**config.mk**
```make
export PLATFORM = sky130hd
export DESIGN_NAME = ram_arb
export DESIGN_NICKNAME = d
export VERILOG_FILES = /design/src/rtl/ram_arb.sv
export SDC_FILE = /design/constraint.sdc
export NUM_CORES = 1
export LEC_CHECK = 0
export BUFFER_PORTS_ARGS = -buffer_cell sky130_fd_sc_hd__clkbuf_2
export CAP_MARGIN = 5
export CORE_UTILIZATION = 35
export DETAILED_ROUTE_END_ITERATION = 8
export PLACE_DENSITY = 0.86
export REMOVE_ABC_BUFFERS = 1
export SYNTH_ARGS = -nofsm -noshare
export SYNTH_HDL_FRONTEND = slang
export SYNTH_SLANG_ARGS = --single-unit
```
**constraint.sdc**
```tcl
create_clock -name i_clk -period 3.8 [get_ports i_clk]
set_input_delay 0.76 -clock i_clk [delete_from_list [all_inputs] [get_ports i_clk]]
set_output_delay 0.76 -clock i_clk [all_outputs]
set_load 0.02 [all_outputs]
```
**src/rtl/ram_arb.sv**
```systemverilog
// ram_arb: round-robin arbiter sharing one AWxDW RAM between two requesters.
//
// Grants are combinational from the request valids and a 1-bit priority
// pointer. The winner drives either the RAM write port or the RAM read port.
// Each read grant pushes a {valid, id} tag into a pipe that is RD_LAT deep.
// The tag pipe output routes i_ram_rdata back to the requester that issued
// the read.
//
// Optional feature: define RAM_ARB_COUNT_EN to add per-requester saturating
// 16-bit grant counters (o_gnt0_cnt / o_gnt1_cnt).
//
// Ports:
//   i_clk, i_rst                 clock, synchronous active-high reset
//   i_reqN_valid/we/addr/wdata   request N (N = 0, 1)
//   o_reqN_ready                 grant; a transfer occurs on valid & ready
//   o_rspN_valid/rdata           read response for requester N
//   o_ram_we/waddr/wdata         RAM write port
//   o_ram_re/raddr, i_ram_rdata  RAM read port
//   o_gntN_cnt                   transfer counters (RAM_ARB_COUNT_EN only)

module ram_arb #(
    parameter int AW     = 9,
    parameter int DW     = 8,
    parameter int RD_LAT = 1
) (
    input  logic          i_clk,
    input  logic          i_rst,
    input  logic          i_req0_valid,
    input  logic          i_req0_we,
    input  logic [AW-1:0] i_req0_addr,
    input  logic [DW-1:0] i_req0_wdata,
    input  logic          i_req1_valid,
    input  logic          i_req1_we,
    input  logic [AW-1:0] i_req1_addr,
    input  logic [DW-1:0] i_req1_wdata,
    output logic          o_req0_ready,
    output logic          o_req1_ready,
    output logic          o_rsp0_valid,
    output logic [DW-1:0] o_rsp0_rdata,
    output logic          o_rsp1_valid,
    output logic [DW-1:0] o_rsp1_rdata,
    output logic          o_ram_we,
    output logic [AW-1:0] o_ram_waddr,
    output logic [DW-1:0] o_ram_wdata,
    output logic          o_ram_re,
    output logic [AW-1:0] o_ram_raddr,
    input  logic [DW-1:0] i_ram_rdata
`ifdef RAM_ARB_COUNT_EN
    ,
    output logic [15:0]   o_gnt0_cnt,
    output logic [15:0]   o_gnt1_cnt
`endif
);

    logic          prio;
    logic          gnt0;
    logic          gnt1;
    logic          xfer;
    logic          winner;
    logic          sel_we;
    logic [AW-1:0] sel_addr;
    logic [DW-1:0] sel_wdata;

    logic [RD_LAT-1:0] tag_v;
    logic [RD_LAT-1:0] tag_id;
    logic              rsp_v;

    // Grant a lone requester outright; on contention the pointer decides.
    // Reset suppresses every grant so nothing reaches the RAM.
    always_comb begin
        gnt0 = ~i_rst & i_req0_valid & (~i_req1_valid | ~prio);
        gnt1 = ~i_rst & i_req1_valid & (~i_req0_valid |  prio);
    end

    assign xfer   = gnt0 | gnt1;
    assign winner = gnt1;

    assign o_req0_ready = gnt0;
    assign o_req1_ready = gnt1;

    always_comb begin
        sel_we    = winner ? i_req1_we    : i_req0_we;
        sel_addr  = winner ? i_req1_addr  : i_req0_addr;
        sel_wdata = winner ? i_req1_wdata : i_req0_wdata;
    end

    // The unused RAM port is held at zero rather than mirroring the request.
    always_comb begin
        o_ram_we    = xfer & sel_we;
        o_ram_waddr = (xfer &  sel_we) ? sel_addr  : '0;
        o_ram_wdata = (xfer &  sel_we) ? sel_wdata : '0;
        o_ram_re    = xfer & ~sel_we;
        o_ram_raddr = (xfer & ~sel_we) ? sel_addr  : '0;
    end

    // After a transfer, the loser holds priority for the next contention.
    always_ff @(posedge i_clk) begin
        if (i_rst) begin
            prio <= 1'b0;
        end else if (xfer) begin
            prio <= ~winner;
        end
    end

    // Read tag pipe. Stage 0 is loaded in the grant cycle. The last stage
    // therefore lines up with i_ram_rdata RD_LAT cycles later.
    always_ff @(posedge i_clk) begin
        if (i_rst) begin
            tag_v  <= '0;
            tag_id <= '0;
        end else begin
            tag_v[0]  <= o_ram_re;
            tag_id[0] <= winner;
            for (int i = 1; i < RD_LAT; i++) begin
                tag_v[i]  <= tag_v[i-1];
                tag_id[i] <= tag_id[i-1];
            end
        end
    end

    // Gating with i_rst also covers a tag that is just emerging while reset is high.
    assign rsp_v = tag_v[RD_LAT-1] & ~i_rst;

    always_comb begin
        o_rsp0_valid = rsp_v & ~tag_id[RD_LAT-1];
        o_rsp1_valid = rsp_v &  tag_id[RD_LAT-1];
        o_rsp0_rdata = o_rsp0_valid ? i_ram_rdata : '0;
        o_rsp1_rdata = o_rsp1_valid ? i_ram_rdata : '0;
    end

`ifdef RAM_ARB_COUNT_EN
    logic [15:0] gnt0_cnt;
    logic [15:0] gnt1_cnt;

    always_ff @(posedge i_clk) begin
        if (i_rst) begin
            gnt0_cnt <= '0;
            gnt1_cnt <= '0;
        end else begin
            if (gnt0 && (gnt0_cnt != 16'hFFFF)) begin
                gnt0_cnt <= gnt0_cnt + 16'd1;
            end
            if (gnt1 && (gnt1_cnt != 16'hFFFF)) begin
                gnt1_cnt <= gnt1_cnt + 16'd1;
            end
        end
    end

    assign o_gnt0_cnt = gnt0_cnt;
    assign o_gnt1_cnt = gnt1_cnt;
`endif

endmodule

```
== Word-level counts from Yosys, hierarchy flattened ==
Cells that the tools add are included.
Operators by class
  multipliers: 0
  bitwise operators: 19
  order comparisons: 0
  reductions and logical operators: 0
  $add $sub $neg: 0
  shifts and indexed selects: 0
  equality and inequality tests: 0
  divide/modulo/power cells: 0
  muxes and demuxes: 8
Operators with widths (number)
  $mux W8: 4
  $mux W9: 3
  $and A1 B1 Y1: 9
  $not A1 Y1: 7
  $or A1 B1 Y1: 3
  $mux W1: 1
Storage, ports and cells
  latch bits: 0
  RAM bits: 0
  register bits: 3
  memories kept: 0
  output and inout port bits: 48
  bits in read-only memories: 0

== Logic depth before layout (Yosys ltp) ==
  word-level depth: 7
  depth in mapped cells: 6
  mapped depth without buffers: 3

== Least setup slack after synthesis ==
Ideal clock, no wire load.
  path type: in2out
  from: input i_rst
  to: output o_rsp0_rdata[0]
  arrival time: 2.050 ns
  setup slack: 0.990 ns
  required time: 3.040 ns
  stages: 3
  path through: buf_4 > nor3b_1 > and2_1
Between the ends
  word-level cells in the longest chain between the ends: 4
Ends and longest elaborated chain
  start, declared: RTL line 27  | input logic i_rst,
  $not A1 Y1: RTL line 122  | assign rsp_v = tag_v[RD_LAT-1] & ~i_rst;
  $and A1 B1 Y1: RTL line 122
  $and A1 B1 Y1: RTL line 125  | o_rsp0_valid = rsp_v & ~tag_id[RD_LAT-1];
  via o_rsp0_valid: RTL line 38  | output logic o_rsp0_valid,
  $mux W8: RTL line 127  | o_rsp0_rdata = o_rsp0_valid ? i_ram_rdata : '0;
  end, declared: RTL line 39  | output logic [DW-1:0] o_rsp0_rdata,
The timed path passes the listed nets, and every way through them passes these cells.

== Final worst setup path ==
  from: input i_req0_valid
  to: output o_ram_waddr[0]
Between the ends
  word-level cells in the longest chain between the ends: 6
  elaborated cells between the ends (all ways): 10
  those cells by class: mux (3); bitwise (7)
Ends and longest elaborated chain
  start, declared: RTL line 28  | input logic i_req0_valid,
  $not A1 Y1: RTL line 72  | gnt1 = ~i_rst & i_req1_valid & (~i_req0_valid | prio);
  $or A1 B1 Y1: RTL line 72
  $and A1 B1 Y1: RTL line 72
  $or A1 B1 Y1 or $mux W1 (tied branches): RTL line 75, 82
  $and A1 B1 Y1: RTL line 90  | o_ram_waddr = (xfer & sel_we) ? sel_addr : '0;
  $mux W9 *: RTL line 90
  end, declared: RTL line 43  | output logic [AW-1:0] o_ram_waddr,
Mark *: on every way between the ends. The rest lies on a longest branch, timed or not.

==> results.py <==
metrics = {
    "grt": {
        "grt_pass1_wl_um": 4505,
        "antenna_found_initial": 0,
        "grt-ovfl-total": 0,
        "grtUsageTotal_pct": 22.31,
        "grt_max_degree": 31,
        "grt_pass1_vias": 1068,
    },
    "routing": {
        "wl_per_cell_um": 12.82,
        "drt_iter0_drc": 9,
        "ant_nets": 0,
        "maxUsedRoutingLayer": "met4",
        "wl_met1_um": 1142,
        "drc": 0,
        "viasPerCell": 5.174,
        "wl_met3_um": 236,
        "wirelength_um": 2949,
        "wl_met2_um": 1554,
        "via_count": 1190,
        "dr.pass1.iters": 3,
    },
    "worst_hold_path": {
        "min_from": "prio$_SDFFE_PP0P_",
        "min_to": "prio$_SDFFE_PP0P_",
        "whs_path_depth": 1,
        "min_path_type": "flip-flop to flip-flop",
    },
    "setup_path": {
        "path_class": "primary input to output pin",
        "crit_required_ns": 3.04,
        "crit_path_top_delay_cell": "o22a_1",
        "slowest_delay_ns": 0.80,
        "r2r_setup_slack_ns": 2.13,
        "critPathCaptureType": "output pin",
        "start_kind": "primary input",
        "r2r_end": "tag_v$_SDFF_PP0_",
        "critPathArrivalTime_ns": 2.54,
        "path_max_fanout": 18,
        "r2r-start": "prio$_SDFFE_PP0P_",
        "r2r_cells": 3,
        "crit_top_cell": "clkbuf_2",
        "crit_chain": "clkbuf_2 > nor2b_1 > o22a_1 > a211oi_1 > clkbuf_2",
    },
    "placement": {
        "place_hpwl_um": 2337,
        "post-place-ws_ns": 0.5337,
        "routabilityCongestion": 0.8206,
        "numPortBuffers": 95,
        "post-place-cells": 226,
        "place_area_um2": 1276,
    },
    "finish": {
        "layout-drive-gt1-share_pct": 60.40,
        "fillers": 246,
        "diodes": 0,
        "post-route-util_pct": 57.77,
        "seq_area_um2": 60.06,
        "nNetsFinal": 251,
        "stdcell_count": 230,
        "syn_to_final_growth_pct": 53.99,
        "final_area_um2": 1303,
        "multi_input_area_um2": 668.1,
    },
    "sta": {
        "fin_skew_ns": 0.0005873,
        "hold-worst-slack_ns": 0.5241,
        "min_period_over_period_pct": 86.76,
        "finalSetupTns_ns": 0,
        "layout_setup_ws_ns": 0.5031,
        "rsz0062_at_grt": "no",
        "timing.fmax_mhz": 303.3,
        "setup_viol": 0,
        "worst_slew_pin_slew_ns": 0.8171,
        "slew_violations": 0,
        "slew_headroom_pct": 45.53,
        "hold_violations": 0,
        "final.min_clock_period_ns": 3.297,
    },
    "yosys": {
        "synth_area_per_cell_um2": 7.355,
        "yosys_register_bits": 3,
        "synth_cell_type_count": 22,
        "synth_top_area_share_pct": 25.15,
        "async_reset_ff_share_pct": 0,
        "yosys-top-cells-count": "a211oi_2, o21ai_0, and2_1, nand3_1, a211oi_1",
        "synth_area_leaders": "a211oi_2, and2_1, o21ai_0, a211oi_1, nand3_1",
        "synthCells": 115,
        "synth_flop_cell": "dfxtp_1",
        "synth_top_area_cell": "a211oi_2",
        "synth_edf_count": 0,
        "yosysWarnings": 0,
        "seq_area_frac_synth_pct": 7.101,
        "synthesis.area_um2": 845.8,
    },
    "flow_run": {
        "cap_violations": 0,
    },
    "clock_tree": {
        "postCtsSetupRepairBufs": 0,
        "cts-root-buf": "clkbuf_4",
        "clkSlewWorstSetupHoldPaths_ns": 0.04,
        "cts_buffers": 3,
        "clock_latency_ns": 0.23,
        "cts_resized": 0,
        "cts.sinks": 3,
        "htreeDepth": 1,
        "cts_hold_buf": 0,
        "clock_path_buffers": 2,
        "cts_tree": "built",
    },
    "floorplanning": {
        "die_y_um": 51.16,
        "die_area_um2": 2617,
        "die_x_um": 51.16,
        "num_rows": 17,
        "ios": 96,
        "start_util_pct": 37.51,
        "core-area_um2": 2255,
    },
    "power": {
        "p_int_uw": 123.3,
        "combPwrFrac_pct": 59.7,
        "power.density_nw_per_um2": 174.0,
        "total_power_uw": 226.6,
        "ir_worst_vdd_mv": 0.08548,
        "power_frac_seq_pct": 15.6,
        "p_clk_share_pct": 24.7,
        "netSwitchingFraction_pct": 45.56,
        "leakage_nw": 0.6428,
        "p_sw_uw": 103.2,
    },
    "outcome": {
        "outcome": "complete, no violations",
    },
}
worst max-delay path: cells and delay by family:
kind / cells / cell delay (ns)
compound gates: 2 / 0.94
buf+inv: 2 / 0.30
simple gates: 1 / 0.53
layout make-up:
class                      instances  area share (%)
clock buffer                       4           2.017
sequential                         3           4.611
multi-input combinational         94           51.30
timing repair buffer              99           38.81
inverter                           2          0.5764
tap                               28           2.690
state kept, by name, indices dropped and copies added, names as in the netlist:
signal,cells
tag_v,1
prio,1
tag_id,1
worst max path at each step:
stage | from | to | slack, ns
finish | i_req0_valid | o_ram_waddr[0] | 0.50
global route | i_req0_valid | o_ram_waddr[0] | 0.38
CTS | i_req0_valid | o_ram_waddr[0] | 0.51
detailed placement | i_req0_valid | o_ram_waddr[0] | 0.53
global placement | i_req0_valid | o_ram_waddr[1] | 0.56
floorplan | i_req0_valid | o_ram_waddr[0] | 0.79
cells by family (layout without fill, tap and decap cells):
group,count (synthesis),in the layout,synth area share [%]
compound gates,47,47,47.48
buf+inv,18,105,13.90
flops,3,3,7.101
simple gates,47,47,31.51
power groups by stage:
stage	clock (mW)	combinational [mW]	sequential, mW
2_1_floorplan	0	0.0741	0.0353
3_3_place_gp	0	0.134	0.0356
3_5_place_dp	0	0.136	0.0358
4_1_cts	0.0588	0.136	0.0353
5_1_grt	0.0625	0.147	0.0356
6_report	0.0559	0.135	0.0353
cell usage in the layout (no fill, tap or decap):
| master | instances |
|---|---|
| clkbuf_1 | 1 |
| o32a_1 | 1 |
| nor2b_1 | 2 |
| o22a_1 | 1 |
| and2_1 | 16 |
| a21bo_2 | 1 |
| nand2_1 | 1 |
| clkbuf_2 | 95 |
| buf_4 | 4 |
| nand3_1 | 15 |
| o21ai_0 | 17 |
| inv_1 | 2 |
| clkbuf_4 | 3 |
| nor3b_1 | 1 |
| and3b_1 | 1 |
| nand2b_1 | 2 |
| dfxtp_1 | 3 |
| a211oi_2 | 17 |
| nand3_2 | 2 |
| a211oi_1 | 10 |
| nor2_1 | 7 |
layer usage:
metal | vias up | GRT usage (%)
met5 | - | 0
met4 | 0 | 6.944
met3 | 2 | 4.167
met2 | 57 | 44.74
met1 | 531 | 22.54
li1 | 600 | -
No activity file was read; power rests on OpenSTA's default activity.
